## config.mk

```make
export PLATFORM = sky130hd
export DESIGN_NAME = spi_reg_bank
export DESIGN_NICKNAME = d
export VERILOG_FILES = /design/src/rtl/spi_reg_bank.sv
export SDC_FILE = /design/constraint.sdc
export NUM_CORES = 1
export LEC_CHECK = 0
export ABC_AREA = 1
export CORE_ASPECT_RATIO = 1.2
export CORE_UTILIZATION = 30
export DETAILED_ROUTE_END_ITERATION = 10
export SLEW_MARGIN = 0
export SYNTH_ARGS = -nofsm -noshare
export SYNTH_HDL_FRONTEND = slang
export SYNTH_SLANG_ARGS = --single-unit
```

## constraint.sdc

```tcl
create_clock -name clk -period 4.75 [get_ports clk]
set_input_delay 0.7125 -clock clk [delete_from_list [all_inputs] [get_ports clk]]
set_output_delay 0.7125 -clock clk [all_outputs]
set_load 0.02 [all_outputs]
```

## src/rtl/spi_reg_bank.sv

```systemverilog
// SPI mode-0 peripheral exposing a small bank of write/read registers.
// Latency: commit/error one clk after synchronised ncs rise; read MSB on cipo one clk after the command completes.
// Backpressure: none; the SPI controller paces frames and clk must oversample sclk by >= SYNC_STAGES+2 per phase.
module spi_reg_bank #(
    parameter int DATA_W      = 8,
    parameter int ADDR_W      = 7,
    parameter int NUM_REGS    = 5,
    parameter int SYNC_STAGES = 2
) (
    input  logic                       clk,
    input  logic                       rst_n,
    input  logic                       sclk,
    input  logic                       copi,
    input  logic                       ncs,
    output logic                       cipo,
    output logic                       cipo_oe,
    output logic [NUM_REGS*DATA_W-1:0] regs_flat,
    output logic [NUM_REGS-1:0]        wr_strobe,
    output logic                       err_pulse,
    output logic [7:0]                 err_count
);

    localparam int FRAME_W = 1 + ADDR_W + DATA_W;
    localparam int CNT_W   = $clog2(FRAME_W + 1);
    // sclk/ncs chains carry one history flop past the synchroniser for edge detection
    localparam int HIST    = SYNC_STAGES + 1;

    localparam logic [CNT_W-1:0] CMD_LAST   = CNT_W'(ADDR_W);
    localparam logic [CNT_W-1:0] DATA_FIRST = CNT_W'(ADDR_W + 1);
    localparam logic [CNT_W-1:0] DATA_LAST  = CNT_W'(FRAME_W - 1);
    localparam logic [CNT_W-1:0] FRAME_FULL = CNT_W'(FRAME_W);

    typedef enum logic [1:0] {IDLE, CMD, DATA, WAIT_END} state_t;

    logic [HIST-1:0]        sclk_s, ncs_s, vld_s;
    logic [SYNC_STAGES-1:0] copi_s;
    logic                   sclk_cur, sclk_prv, ncs_cur, ncs_prv, copi_cur, hist_vld;
    logic                   ncs_rise, ncs_fall, sclk_rise, sclk_fall;

    state_t                 state_q, state_d;
    logic [CNT_W-1:0]       bit_cnt;
    logic [FRAME_W-1:0]     shreg, shift_in;
    logic [DATA_W-1:0]      out_sh;
    logic                   overrun;

    logic [DATA_W-1:0]      regs_q [NUM_REGS];
    logic [DATA_W-1:0]      rd_data;
    logic [ADDR_W-1:0]      cmd_addr, fr_addr;
    logic [DATA_W-1:0]      fr_data;
    logic                   fr_rw, addr_ok, frame_full, frame_end, wr_commit, frame_err;

    // Input synchronisers; vld_s marks stages holding real samples so reset values never fake an edge
    always_ff @(posedge clk or negedge rst_n) begin
        if (!rst_n) begin
            sclk_s <= '0;
            ncs_s  <= '1;
            copi_s <= '0;
            vld_s  <= '0;
        end else begin
            sclk_s <= {sclk_s[HIST-2:0], sclk};
            ncs_s  <= {ncs_s[HIST-2:0], ncs};
            copi_s <= {copi_s[SYNC_STAGES-2:0], copi};
            vld_s  <= {vld_s[HIST-2:0], 1'b1};
        end
    end

    assign sclk_cur  = sclk_s[SYNC_STAGES-1];
    assign sclk_prv  = sclk_s[SYNC_STAGES];
    assign ncs_cur   = ncs_s[SYNC_STAGES-1];
    assign ncs_prv   = ncs_s[SYNC_STAGES];
    assign copi_cur  = copi_s[SYNC_STAGES-1];
    assign hist_vld  = vld_s[SYNC_STAGES];

    // sclk edges coinciding with the end of a frame are dropped
    assign ncs_rise  = hist_vld &  ncs_cur & ~ncs_prv;
    assign ncs_fall  = hist_vld & ~ncs_cur &  ncs_prv;
    assign sclk_rise = hist_vld &  sclk_cur & ~sclk_prv & ~ncs_rise;
    assign sclk_fall = hist_vld & ~sclk_cur &  sclk_prv & ~ncs_rise;

    assign shift_in  = {shreg[FRAME_W-2:0], copi_cur};
    assign cmd_addr  = shift_in[ADDR_W-1:0];
    assign fr_rw     = shreg[FRAME_W-1];
    assign fr_addr   = shreg[DATA_W +: ADDR_W];
    assign fr_data   = shreg[DATA_W-1:0];

    // Read mux for the address just completed on the wire; unimplemented addresses read as zero
    always_comb begin
        rd_data = '0;
        for (int i = 0; i < NUM_REGS; i++) begin
            if (32'(cmd_addr) == i) rd_data = regs_q[i];
        end
    end

    // FSM state register
    always_ff @(posedge clk or negedge rst_n) begin
        if (!rst_n) state_q <= IDLE;
        else        state_q <= state_d;
    end

    // FSM next state: ncs edges override everything, a fall mid-frame restarts the command
    always_comb begin
        state_d = state_q;
        if (ncs_rise) begin
            state_d = IDLE;
        end else if (ncs_fall) begin
            state_d = CMD;
        end else begin
            case (state_q)
                CMD:     if (sclk_rise && bit_cnt == CMD_LAST)  state_d = DATA;
                DATA:    if (sclk_rise && bit_cnt == DATA_LAST) state_d = WAIT_END;
                default: ;
            endcase
        end
    end

    // FSM outputs: cipo only carries read data while in the data phase
    always_comb begin
        cipo    = (state_q == DATA) ? out_sh[DATA_W-1] : 1'b0;
        cipo_oe = ~ncs_cur;
    end

    // Frame datapath: bit counter, input shifter, overrun flag, read out-shifter
    always_ff @(posedge clk or negedge rst_n) begin
        if (!rst_n) begin
            bit_cnt <= '0;
            shreg   <= '0;
            overrun <= 1'b0;
            out_sh  <= '0;
        end else if (ncs_fall) begin
            bit_cnt <= '0;
            shreg   <= '0;
            overrun <= 1'b0;
            out_sh  <= '0;
        end else if (sclk_rise && (state_q == CMD || state_q == DATA)) begin
            shreg   <= shift_in;
            bit_cnt <= bit_cnt + CNT_W'(1);
            if (state_q == CMD && bit_cnt == CMD_LAST)
                out_sh <= shift_in[ADDR_W] ? '0 : rd_data;
        end else if (sclk_rise && state_q == WAIT_END) begin
            overrun <= 1'b1;
        end else if (sclk_fall && state_q == DATA && bit_cnt != DATA_FIRST) begin
            // the falling edge right after loading would skip the MSB, so shifting starts one edge later
            out_sh <= {out_sh[DATA_W-2:0], 1'b0};
        end
    end

    assign addr_ok    = 32'(fr_addr) < NUM_REGS;
    assign frame_end  = ncs_rise && (state_q != IDLE);
    assign frame_full = (bit_cnt == FRAME_FULL) && !overrun;
    assign wr_commit  = frame_end && frame_full && addr_ok && fr_rw;
    assign frame_err  = frame_end && !(frame_full && addr_ok);

    // Frame evaluation at end of frame: commit write, pulse strobe or error
    always_ff @(posedge clk or negedge rst_n) begin
        if (!rst_n) begin
            for (int i = 0; i < NUM_REGS; i++) regs_q[i] <= '0;
            wr_strobe <= '0;
            err_pulse <= 1'b0;
            err_count <= '0;
        end else begin
            wr_strobe <= '0;
            err_pulse <= frame_err;
            if (frame_err && err_count != 8'hFF) err_count <= err_count + 8'd1;
            for (int i = 0; i < NUM_REGS; i++) begin
                if (wr_commit && 32'(fr_addr) == i) begin
                    regs_q[i]    <= fr_data;
                    wr_strobe[i] <= 1'b1;
                end
            end
        end
    end

    for (genvar g = 0; g < NUM_REGS; g++) begin : g_flat
        assign regs_flat[g*DATA_W +: DATA_W] = regs_q[g];
    end

endmodule

```

# Word level (Yosys, flattened, before mapping)

Index checks and enable logic that the tools add are counted.

Flip-flop bits (word level): 97
Latch bits: 0
Memory bits (writable): 0
Memory bits (read-only): 0
Output and inout port bits: 56
Word-level logic and storage cells: 118
Memories kept: 0

$add $sub $neg: 2
$mul: 0
Div/mod/pow operators: 0
Order comparisons: 1
Equality and inequality tests: 21
Shift operators: 0
Multiplexer cells: 29
Bitwise logic cells: 15
Reductions and logical operators: 33

Operators by type and width:

| operator                                                                      | number |
|---|---|
| 8-bit 2-to-1 mux                                                              | 11 |
| 16-bit 2-to-1 mux                                                             | 2 |
| 7-bit by 2-bit equality test with 1-bit output (second input constant)        | 4 |
| 1-bit logical AND                                                             | 20 |
| 7-bit by 1-bit equality test with 1-bit output (second input constant)        | 2 |
| 7-bit by 3-bit equality test with 1-bit output (second input constant)        | 2 |
| 7-bit zero test                                                               | 2 |
| 1-bit AND                                                                     | 10 |
| 5-bit 2-to-1 mux                                                              | 2 |
| 1-bit 2-to-1 mux                                                              | 9 |
| 8-bit by 1-bit adder with 8-bit output (second input constant)                | 1 |
| 2-bit 2-to-1 mux                                                              | 4 |
| 4-bit inequality test (second input constant)                                 | 2 |
| 8-bit inequality test (second input constant)                                 | 1 |
| 7-bit by 3-bit less-than comparator with 1-bit output (second input constant) | 1 |
| 3-bit AND reduction                                                           | 2 |
| 2-bit nonzero test                                                            | 3 |
| 5-bit by 1-bit adder with 5-bit output (second input constant)                | 1 |
| 5-bit by 3-bit equality test with 1-bit output (second input constant)        | 1 |
| 5-bit by 4-bit equality test with 1-bit output (second input constant)        | 1 |
| 5-bit equality test (second input constant)                                   | 1 |
| 5-bit by 4-bit inequality test with 1-bit output (second input constant)      | 1 |
| 1-bit NOT                                                                     | 5 |
| 2-bit equality test (second input constant)                                   | 2 |
| 10 further kinds                                                              | 11 |

# Depth between registers and ports, before layout

Gate-level depths: netlist of the first run.

Depth in word-level cells: 10
Depth in mapped cells: 10
Gate-level depth less buffers: 10

# Least setup slack after synthesis of the first run

OpenSTA, ideal clock, no wires.

Kind: register to register
Start point: reg bit_cnt[0]
End point: reg regs_q, in the netlist regs_flat[24]
Setup time: 0.122 ns
Data arrival time: 1.539 ns
Setup slack: 3.089 ns
Stages on the path, launching flop included: 11
Buffers on the path: 1
Clock period less this slack: 1.661 ns
Cell sequence: dfrtp_1 -> inv_1 -> ha_1 -> inv_1 -> nor3_2 -> nand3_1 -> nor2_4 -> nand3_4 -> buf_6 -> o21ai_1 -> nand2_1

Cells in the longest elaborated chain, start to end: 6

Ends and longest elaborated chain:

| element                         | line | RTL |
|---|---|---|
| start: declaration              | 41   | `logic [CNT_W-1:0] bit_cnt;` |
| start signal: assignment        | 136  | `bit_cnt <= bit_cnt + CNT_W'(1);` |
| 5-bit equality test             | 149  | `assign frame_full = (bit_cnt == FRAME_FULL) && !overrun;` |
| 1-bit logical AND               | 149  |  |
| 1-bit logical AND (3 in series) | 150  | `assign wr_commit = frame_end && frame_full && addr_ok && fr_rw;` |
| 1-bit logical AND               | 165  | `if (wr_commit && 32'(fr_addr) == i) begin` |
| end signal: indexed assignment  | 166  | `regs_q[i] <= fr_data;` |
| end: declaration                | 46   | `logic [DATA_W-1:0] regs_q [NUM_REGS];` |

Every way passes these cells.
A chain may end at the register's enable or synchronous reset.

# Worst setup path after layout of the first run

Start point: reg state_q[0]
End point: out cipo

Cells in the longest elaborated chain, start to end: 2

Ends and longest elaborated chain:

| element                  | line | RTL |
|---|---|---|
| start: declaration       | 40   | `state_t state_q, state_d;` |
| start signal: assignment | 97   | `else state_q <= state_d;` |
| 2-bit equality test      | 118  | `cipo = (state_q == DATA) ? out_sh[DATA_W-1] : 1'b0;` |
| 1-bit 2-to-1 mux         | 118  |  |
| end: declaration         | 15   | `output logic cipo,` |

Every way passes these cells.

==> results.txt, run 1 <==
Synth cell count leaders = 139 x nand2_1, 94 x dfrtp_1, 51 x nor2_1
Io pins = 61
Power Total = 2.25 mW
Clk pwr share = 36.5%
Global-route wire length before repair = 19.4 mm
Fraction of layout cells with a size suffix above 1 = 13.6%
Final ANT Viol Nets = 0
Post-Synthesis Cells = 535
Vias per cell = 4.77
Pwr per Cell Area = 389 mW/mm^2
Hold WC Path Type = flip-flop to flip-flop
Seq pwr share = 43.2%
Root buffer selected by CTS = clkbuf_16
Initial antenna violation count = 0
DRT Pass-1 Iters = 4
Port bufs = 60
RSZ-0062 raised after global routing = no
DRC Markers = 0
Critical path required time = 4.04 ns
Global Route Usage Sum = 15.8%
Post-cts sizing count = 0
Post-DP HPWL = 8.63 mm
Min Hold Slack = 0.349 ns
Clock transition at path regs = 0.06 ns
CTS buffer count = 9
Startpoint types = flip-flop
FMAX = 392 MHz
Top_reg_cell synth = dfrtp_1
CTS tree = yes
Die ar. = 0.0161 sq mm
Post-synthesis cell area = 0.00467 sq mm
Setup crit end kind = output port
Initial Util = 31.0%
Share of the synthesized area in the top cell type = 50.4%
Yosys synthesis warning count = 0
Slew margin rel. = 38.3%
Crit path arrival time = 1.84 ns
Power Internal = 1.58 mW
Post-CTS setup buffers = 0
Leading area contributor after synthesis = dfrtp_1
GPL Wtd Cong = 0.903
Via Count = 3841
Hold buffers post-CTS = 0
Crit Path Category = flip-flop to output port
Hold Vio Cnt, Final = 0
Core area = 0.0151 sq mm
DR WL/cell = 14.8 um
Inst Count DP = 790
Worst hold path startpoint = vld_s[1]$_DFF_PN0_
Worst Path Max Fanout = 4
Area contributors post-synth = dfrtp_1 50%, nand2_1 11%, nor2_1 4.1%
Core Util, Final = 38.4%
Worst setup margin = 2.20 ns
Count of pins over their slew limit = 0
Layout area overhead = 24.0%
Syn_nets = 548
DR iter-0 viols = 351
Sequential-to-total area share from yosys stat = 52.1%
Largest net degree at the start of global routing = 69
Final min period = 2.55 ns
Row Count = 49
Area after DPL = 0.00546 sq mm
Worst clock skew = 0.00741 ns
Tightest Pin Transition = 0.923 ns
Drt total wl = 11.9 mm
Final period utilization = 53.8%
H-tree depth = 3
Die Span X = 116 um
Non-filler cells, final = 805
Worst slack, placed = 2.50 ns
Reg2Reg Launch Point = shreg[9]$_DFFE_PN0N_
Number of synthesized register bits = 97
Setup TNS = 0 ns
Die height = 139 um
VDD IR max = 0.205 mV
Most common cell in the netlist = nand2_1
Multi-input gate area = 0.00197 sq mm
Netlist cell types = 35
Inserted Diodes = 0
Worst-case clock buffer depth = 2
Switching pwr = 0.670 mW
Worst skew pair latency = 0.35 ns
Syn_area_per_cell = 8.73 sq um
Fillers = 1567
Reg area = 0.00243 sq mm
Sw Share = 29.8%
Logic pwr share = 20.2%
TritonCTS Sinks = 97
EDFF count, synth = 0
Fraction of registers with async set/reset = 100%
CP Launch Point = state_q[0]$_DFFE_PN0P_
Run status = finished, final reports clean
LEAKAGE = 2.76 nW
Vias in the first global route = 3669
Max-cap viol count = 0
Design area = 0.00579 sq mm
Final #Nets = 610
Grt total ovfl = 0
Final setup violation count = 0
[cells by family (layout without fill, tap and decap cells)]
group | after synthesis | count (layout) | synth area share, %
and+or+nand+nor | 282 | 282 | 28.9
DFF | 97 | 97 | 52.1
AOI/OAI and AO/OA | 78 | 78 | 9.65
buffers and inverters | 61 | 127 | 5.68
adders and majority gates | 8 | 8 | 2.14
xor gates and xnor gates | 8 | 8 | 1.50
other | 1 | 1 | 0.0803
[critical path, stage by stage, from the launching register on]
cell and delay, ns:
dfrtp_1 0.41, inv_1 0.12, ha_1 0.23, nand2_1 0.07, inv_1 0.07, clkdlybuf4s50_1 0.60
[cell type report]
type                            instances  area share, %
Sequential cell                        97           42.0
Clock buffer                            9           3.89
Tap cell                              204           4.41
Multi-Input combinational cell        377           34.1
Clock inverter                          6           1.86
Inverter                               51           3.31
Timing Repair Buffer                   61           10.5
[state kept, by name, summed over array words and instances, names as in the netlist]
name       count
err_pulse      1
bit_cnt        5
sclk_s         3
wr_strobe      5
overrun        1
err_count      8
out_sh         8
regs_flat     40
state_q        2
vld_s          3
ncs_s          3
copi_s         2
shreg         16
[placed cells by master, fill, tap and decap left out, types with 9 or more instances in the layout]
| master | instances |
|---|---|
| a21oi_1 | 17 |
| clkbuf_16 | 9 |
| clkdlybuf4s50_1 | 59 |
| dfrtp_1 | 94 |
| inv_1 | 34 |
| inv_2 | 16 |
| nand2_1 | 139 |
| nand3_1 | 37 |
| nand4_1 | 12 |
| nor2_1 | 51 |
| o21ai_0 | 11 |
| o21ai_1 | 21 |
| o22ai_1 | 19 |
[path summary, 6_finish.rpt]
kind,cells after the start,endpoint,slack (ns)
hold reg to reg,0,vld_s[2]$_DFF_PN0_,0.35
min in group asynchronous,1,wr_strobe[1]$_DFF_PN0_,0.47
max in group asynchronous,2,regs_flat[15]$_DFFE_PN0P_,3.30
setup reg to reg,8,regs_flat[15]$_DFFE_PN0P_,2.47
hold / removal,0,vld_s[2]$_DFF_PN0_,0.35
setup / recovery,5,cipo,2.20
[layer usage]
layer	wire [um]	GRT usage, %
met4	212	4.72
met1	5140	20.0
met2	5880	26.0
met3	657	4.24
met5	0	0
[power groups by stage]
stage	clock network (mW)	logic [mW]	registers (mW)
after CTS	0.847	0.458	0.972
final	0.823	0.455	0.973
after global routing	0.877	0.512	0.985
after global placement	0	0.441	0.982
after detailed placement	0	0.456	0.988
after floorplan	0	0.302	0.987
Power figures use the tool's default switching activity.
==> run 2, diff against run 1 <==
==> constraint.sdc (replaced) <==
create_clock -name clk -period 2.2 [get_ports clk]
set_input_delay 0.33 -clock clk [delete_from_list [all_inputs] [get_ports clk]]
set_output_delay 0.33 -clock clk [all_outputs]
set_load 0.02 [all_outputs]
==> run 2 against run 1 <==
  * Worst setup slack got worse by 2.0 ns
  * Die area unchanged
  * Clock power is 110% higher
  * Via count increased by 0.21%
  * Clock skew is 0.0037 ns higher
  * Combinational power rose by 120%
  * Non-clock buffer count increased by 10
  * Cell area increased by 1.4%
  * Wire length grew 1.9%
  * Sequential power up 120%
  * Critical path type is now flip-flop to flip-flop
  * Largest cell class unchanged
==> results.txt, run 2 (synthesis gave the netlist of run 1 again) <==
Run status = finished, final reports clean
Reg2reg end = regs_flat[30]$_DFFE_PN0P_
Tightest Pin Transition = 0.569 ns (-0.354 ns)
Setup crit end kind = flip-flop
Final period utilization = 90.6%
H-tree depth = 3 (unchanged)
Largest net degree at the start of global routing = 42 (-39%)
CTS buffer count = 9 (unchanged)
Core area = 0.0151 sq mm (unchanged)
Worst Path Max Fanout = 27 (+23)
Row Count = 49 (unchanged)
Root buffer selected by CTS = clkbuf_16
GPL Wtd Cong = 0.823 (-8.8%)
Io pins = 61 (unchanged)
Reg area = 0.00243 sq mm (unchanged)
DR WL/cell = 14.9 um (+0.60%)
VDD IR max = 0.419 mV (+100%)
Global-route wire length before repair = 20.1 mm (+3.8%)
LEAKAGE = 2.82 nW (+2.1%)
Fraction of layout cells with a size suffix above 1 = 14.9% (+1.2 points)
Critical path required time = 2.49 ns (-1.55 ns)
Die ar. = 0.0161 sq mm (unchanged)
Design area = 0.00587 sq mm (+1.4%)
Commonest non-fill, non-tap cells in the layout = 139 x nand2_1, 94 x dfrtp_1, 58 x clkdlybuf4s50_1
Max FFs per register = 40 (unchanged)
Post-CTS setup buffers = 0 (unchanged)
Crit path arrival time = 2.29 ns (+0.45 ns)
Max-cap viol count = 0 (unchanged)
Port bufs = 60 (unchanged)
Area after DPL = 0.00554 sq mm (+1.5%)
Multi-input gate area = 0.00197 sq mm (+0.13%)
Worst-case clock buffer depth = 2 (unchanged)
RSZ-0062 raised after global routing = no
Post-DP HPWL = 8.89 mm (+3.0%)
Via Count = 3849 (+0.21%)
Hold WC Path Type = flip-flop to flip-flop
Startpoint types = flip-flop
Worst setup endpoint = regs_flat[30]$_DFFE_PN0P_
Count of pins over their slew limit = 0 (unchanged)
Final min period = 1.99 ns
Die height = 139 um (unchanged)
Clock transition at path regs = 0.07 ns (about the same)
Fillers = 1541 (-1.7%)
Vias in the first global route = 3847 (+4.9%)
Global Route Usage Sum = 16.4% (+0.59 points)
Layout area overhead = 25.7%
Setup TNS = 0 ns (unchanged)
Final #Nets = 620 (+1.6%)
Reg2Reg Launch Point = bit_cnt[0]$_DFFE_PN0N_
CP Launch Point = bit_cnt[0]$_DFFE_PN0N_
Final setup violation count = 0 (unchanged)
FMAX = 502 MHz
Pwr per Cell Area = 822 mW/mm^2 (+110%)
Initial antenna violation count = 0 (unchanged)
Final ANT Viol Nets = 0 (unchanged)
Hold Vio Cnt, Final = 0 (unchanged)
TritonCTS Sinks = 97 (unchanged)
Grt total ovfl = 0 (unchanged)
Worst skew pair latency = 0.36 ns (about the same)
Crit Path Category = flip-flop to flip-flop
Vias per cell = 4.72 (-1.0%)
Inserted Diodes = 0 (unchanged)
DR iter-0 viols = 250 (-29%)
Die Span X = 116 um (unchanged)
DRT Pass-1 Iters = 4 (unchanged)
Drt total wl = 12.1 mm (+1.9%)
DRC Markers = 0 (unchanged)
Reg2Reg Depth = 10 (+2)
Slew margin rel. = 62.0% (+24 points)
Commonest non-fill, non-tap cell in the layout = nand2_1
R2R setup slack = 0.21 ns (-2.26 ns)
Initial Util = 31.0% (unchanged)
Worst clock skew = 0.0111 ns (+0.00368 ns)
CTS tree = yes
run 2: worst min path at each step:
stage                        start                     end  slack [ns]  cells past startpoint
2_1_floorplan                rst_n  bit_cnt[0]$_DFFE_PN0N_        0.03                      0
3_3_place_gp   sclk_s[0]$_DFF_PN0_     sclk_s[1]$_DFF_PN0_        0.33                      0
3_5_place_dp    vld_s[0]$_DFF_PN0_      vld_s[1]$_DFF_PN0_        0.34                      0
4_1_cts         vld_s[0]$_DFF_PN0_      vld_s[1]$_DFF_PN0_        0.35                      0
5_1_grt        copi_s[0]$_DFF_PN0_     copi_s[1]$_DFF_PN0_        0.36                      0
6_report        vld_s[0]$_DFF_PN0_      vld_s[1]$_DFF_PN0_        0.35                      0
run 2: what timing repair did:
item                                    CTS  global route
gates resized for setup                   0             2
endpoints found under the setup margin    0             1
hold endpoints to repair                 38             0
hold buffers                              1             0
run 2: critical path, stage by stage, from the launching register on:
cell,delay (ns)
dfrtp_1,0.40
inv_1,0.10
ha_1,0.18
inv_1,0.05
nor3_2,0.15
nand3_1,0.15
nor2_4,0.15
nand3_4,0.30
nor2_4,0.30
nand2_1,0.09
nand2_1,0.07
run 2: per-layer routing:
metal | global-route usage [%] | share of wire [%] | up-vias
li1 | - | - | 1892
met1 | 20.5 | 45 | 1842
met2 | 26.7 | 49 | 95
met3 | 2.71 | 3.3 | 20
met4 | 8.77 | 3.1 | 0
met5 | 0 | 0 | -
run 2: final cells by class:
class,count,share of cell area [%]
Tap cell,204,4.35
Multi-Input combinational cell,377,33.6
Sequential cell,97,41.4
Clock buffer,11,4.14
Clock inverter,4,1.30
Timing Repair Buffer,71,11.9
Inverter,51,3.26
run 2: where the power goes:
part | internal [mW] | switching, mW | total (mW)
logic | 0.378 | 0.632 | 1.01
registers | 1.95 | 0.147 | 2.10
clock network | 1.03 | 0.691 | 1.72
total | 3.35 | 1.47 | 4.82
run 2: per-stage QoR:
step	hold slack, ns	std cells	setup slack (ns)	utilization (%)	power (mW)
final	0.346	815	0.207	38.9	4.82
after floorplan	0.0344	535	0.539	-	2.78
after CTS	0.351	815	0.00740	38.9	4.89
after detailed placement	0.336	799	0.223	36.7	3.14
after global routing	0.358	815	0.0243	38.9	5.09
after global placement	0.335	799	0.304	36.7	3.10
==> run 3, diff against run 2 <==
--- a/config.mk
+++ b/config.mk
@@ -5,7 +5,7 @@
 export SDC_FILE = /design/constraint.sdc
 export NUM_CORES = 1
 export LEC_CHECK = 0
-export ABC_AREA = 1
+export ABC_AREA = 0
 export CORE_ASPECT_RATIO = 1.2
 export CORE_UTILIZATION = 30
 export DETAILED_ROUTE_END_ITERATION = 10
==> run 3 against run 2 <==
  * The run now ends with design-rule violations left
  * Clock power decreased by 13%
  * Global-route usage decreased by 1.5 points
  * Die area decreased by 7.6%
  * Register-to-register slack got worse by 0.18 ns
  * Worst setup slack got worse by 0.18 ns
  * Clock skew decreased by 0.0039 ns
  * Utilization increased by 1.1 points
  * First-iteration DRC count decreased by 51%
  * Critical path type unchanged
  * Largest power group unchanged
  * Highest routed layer unchanged
==> results.txt, run 3 <==
Commonest non-fill, non-tap cells in the layout = 94 x dfrtp_1, 59 x clkdlybuf4s50_1, 41 x mux2_2
CP Launch Point = shreg[3]$_DFFE_PN0N_
Post-Synthesis Cells = 353 (-34%)
Startpoint types = flip-flop
Fraction of layout cells with a size suffix above 1 = 22.8% (+7.9 points)
Clock transition at path regs = 0.07 ns (about the same)
DR iter-0 viols = 123 (-51%)
Row Count = 47 (-4.1%)
Final #Nets = 442 (-29%)
Inserted Diodes = 0 (unchanged)
LEAKAGE = 2.52 nW (-11%)
Max FFs per register = 40 (unchanged)
Initial Util = 31.0% (+0.088 points)
Netlist cell types = 51 (+46%)
Syn_nets = 366 (-33%)
Worst setup endpoint = out_sh[6]$_DFFE_PN0P_
Crit path arrival time = 2.42 ns (+0.13 ns)
Synth cell count leaders = 94 x dfrtp_1, 41 x mux2_2, 21 x o21ai_0
Slew margin rel. = 61.7% (-0.29 points)
Commonest non-fill, non-tap cell in the layout = dfrtp_1
Reg2reg end = out_sh[6]$_DFFE_PN0P_
Worst clock skew = 0.00719 ns (-0.00390 ns)
Port bufs = 60 (unchanged)
Initial antenna violation count = 0 (unchanged)
Final min period = 2.18 ns (+0.184 ns)
Non-filler cells, final = 605 (-26%)
CTS buffer count = 9 (unchanged)
Die Span X = 111 um (-3.9%)
Largest net degree at the start of global routing = 43 (+2.4%)
GPL Wtd Cong = 0.755 (-8.3%)
Root buffer selected by CTS = clkbuf_16
Worst-case clock buffer depth = 2 (unchanged)
Hold Vio Cnt, Final = 0 (unchanged)
Drt total wl = 10.3 mm (-15%)
Inst Count DP = 587 (-27%)
Vias per cell = 5.05 (+6.9%)
Post-synthesis cell area = 0.00431 sq mm (-7.7%)
Tightest Pin Transition = 0.572 ns (+0.00228 ns)
Multi-input gate area = 0.00179 sq mm (-9.1%)
Violated checks = design-rule violations
Max-cap viol count = 0 (unchanged)
RSZ-0062 raised after global routing = yes
Global Route Usage Sum = 14.9% (-1.5 points)
DRC Markers = 6 (+6)
Vias in the first global route = 3233 (-16%)
TritonCTS Sinks = 97 (unchanged)
Grt total ovfl = 0 (unchanged)
Die height = 133 um (-3.9%)
EDFF count, synth = 0 (unchanged)
H-tree depth = 3 (unchanged)
Crit Path Category = flip-flop to flip-flop
DR WL/cell = 17.0 um (+14%)
Design area = 0.00556 sq mm (-5.3%)
Global-route wire length before repair = 17.2 mm (-14%)
Pwr per Cell Area = 810 mW/mm^2 (-1.5%)
Via Count = 3055 (-21%)
Count of pins over their slew limit = 0 (unchanged)
Number of synthesized register bits = 97 (unchanged)
Layout area overhead = 29.0%
Critical path required time = 2.44 ns (-0.05 ns)
VDD IR max = 0.355 mV (-15%)
Area after DPL = 0.00523 sq mm (-5.6%)
Area contributors post-synth = dfrtp_1 55%, mux2_2 11%, a22o_1 3.3%
Post-DP HPWL = 7.10 mm (-20%)
Io pins = 61 (unchanged)
Final ANT Viol Nets = 0 (unchanged)
Leading area contributor after synthesis = dfrtp_1
Top_reg_cell synth = dfrtp_1
R2R setup slack = 0.02 ns (-0.18 ns)
Sequential-to-total area share from yosys stat = 56.4% (+4.4 points)
Hold WC Path Type = flip-flop to flip-flop
Fillers = 1347 (-13%)
Share of the synthesized area in the top cell type = 54.6% (+4.2 points)
Worst Path Max Fanout = 7 (-74%)
Die ar. = 0.0148 sq mm (-7.6%)
FMAX = 459 MHz (-8.4%)
Reg2Reg Depth = 5 (-5)
CTS tree = yes
Final setup violation count = 0 (unchanged)
Final period utilization = 98.9% (+8.4 points)
Syn_area_per_cell = 12.2 sq um (+40%)
Reg2Reg Launch Point = shreg[3]$_DFFE_PN0N_
Yosys synthesis warning count = 0 (unchanged)
Run status = finished with violations
DRT Pass-1 Iters = 7 (+3)
Most common cell in the netlist = dfrtp_1
Fraction of registers with async set/reset = 100% (unchanged)
Power Total = 4.50 mW (-6.7%)
Reg area = 0.00243 sq mm (unchanged)
Core area = 0.0139 sq mm (-8.0%)
Worst skew pair latency = 0.35 ns (about the same)
Setup crit end kind = flip-flop
## run 3: cell count changes after synthesis, moves of 10 or more
cell      previous run  this run
nand2_1            139        19
mux2_2               0        41
nor2_1              51        11
nand3_1             37         7
inv_1               34        12
o21ai_1             21         0
clkbuf_1             1        18
o22ai_1             19         2
a22o_1               0        16
inv_2               16         0
a21oi_1             17         2
o211ai_1             0        10
o21ai_0             11        21
## run 3: how the worst min path moves through the flow
stage	endpoint	from	cells after the start	slack, ns
final	copi_s[1]$_DFF_PN0_	copi_s[0]$_DFF_PN0_	0	0.35
after detailed placement	err_count[6]$_DFFE_PN0P_	rst_n	1	0.32
after global routing	copi_s[1]$_DFF_PN0_	copi_s[0]$_DFF_PN0_	0	0.35
after global placement	err_count[6]$_DFFE_PN0P_	rst_n	1	0.31
after floorplan	bit_cnt[0]$_DFFE_PN0N_	rst_n	0	0.03
after CTS	copi_s[1]$_DFF_PN0_	copi_s[0]$_DFF_PN0_	0	0.35
## run 3: area by class of cell
type / count / share of cell area [%]
repair buffers: 84 / 14.3
inverters: 12 / 0.810
multi-input cells: 225 / 32.3
well taps: 171 / 3.85
clock inverters: 6 / 0.765
flip-flops and latches: 97 / 43.7
clock buffers: 10 / 4.30
## run 3: per-layer routing
metal	global-route usage, %	part of all wire, %	vias up
met5	0	0	-
met4	5.86	1.9	0
li1	-	-	1433
met3	3.37	3.2	13
met2	25.4	51	55
met1	18.2	44	1554
## run 3: through the flow
stage                     util, %  TNS (ns)  setup slack, ns  hold slack (ns)
after floorplan                 -         0            0.109           0.0344
after global placement       37.6    -0.299           -0.120            0.309
after detailed placement     37.6    -0.267           -0.122            0.315
after CTS                    39.8   -0.0156          -0.0156            0.351
after global routing         40.1    -0.111          -0.0477            0.354
final                        40.1         0           0.0233            0.350
## run 3: timing repair
action / in CTS / in global routing
endpoints found under the setup margin: 6 / 31
pin swaps: 1 / 4
hold buffers: 1 / 0
resized for setup: 2 / 6
endpoints found under the hold margin: 27 / 0
setup buffers: 0 / 1
## run 3: where the power goes
part | total [mW] | internal, mW | leakage (nW) | switching, mW
Sequential | 2.08 | 1.94 | 1.30 | 0.136
Combinational | 0.926 | 0.418 | 1.08 | 0.508
Clock | 1.50 | 0.799 | 0.135 | 0.697
Total | 4.50 | 3.16 | 2.52 | 1.34
## run 3: kinds of logic after synthesis
family / count (synthesis) / share of synthesized area, %
fa+ha+maj: 8 / 2.32
compound gates: 71 / 11.9
mux: 50 / 13.1
flops: 97 / 56.4
simple gates: 87 / 11.9
buf+inv: 31 / 2.73
xor+xnor: 8 / 1.63
other cells: 1 / 0.0870
## run 3: critical path: stages, from the launching register on
cell      delay, ns
dfrtp_1        0.38
or4_4          0.54
or4b_4         0.58
o211ai_1       0.33
o211ai_1       0.12
o21a_1         0.11
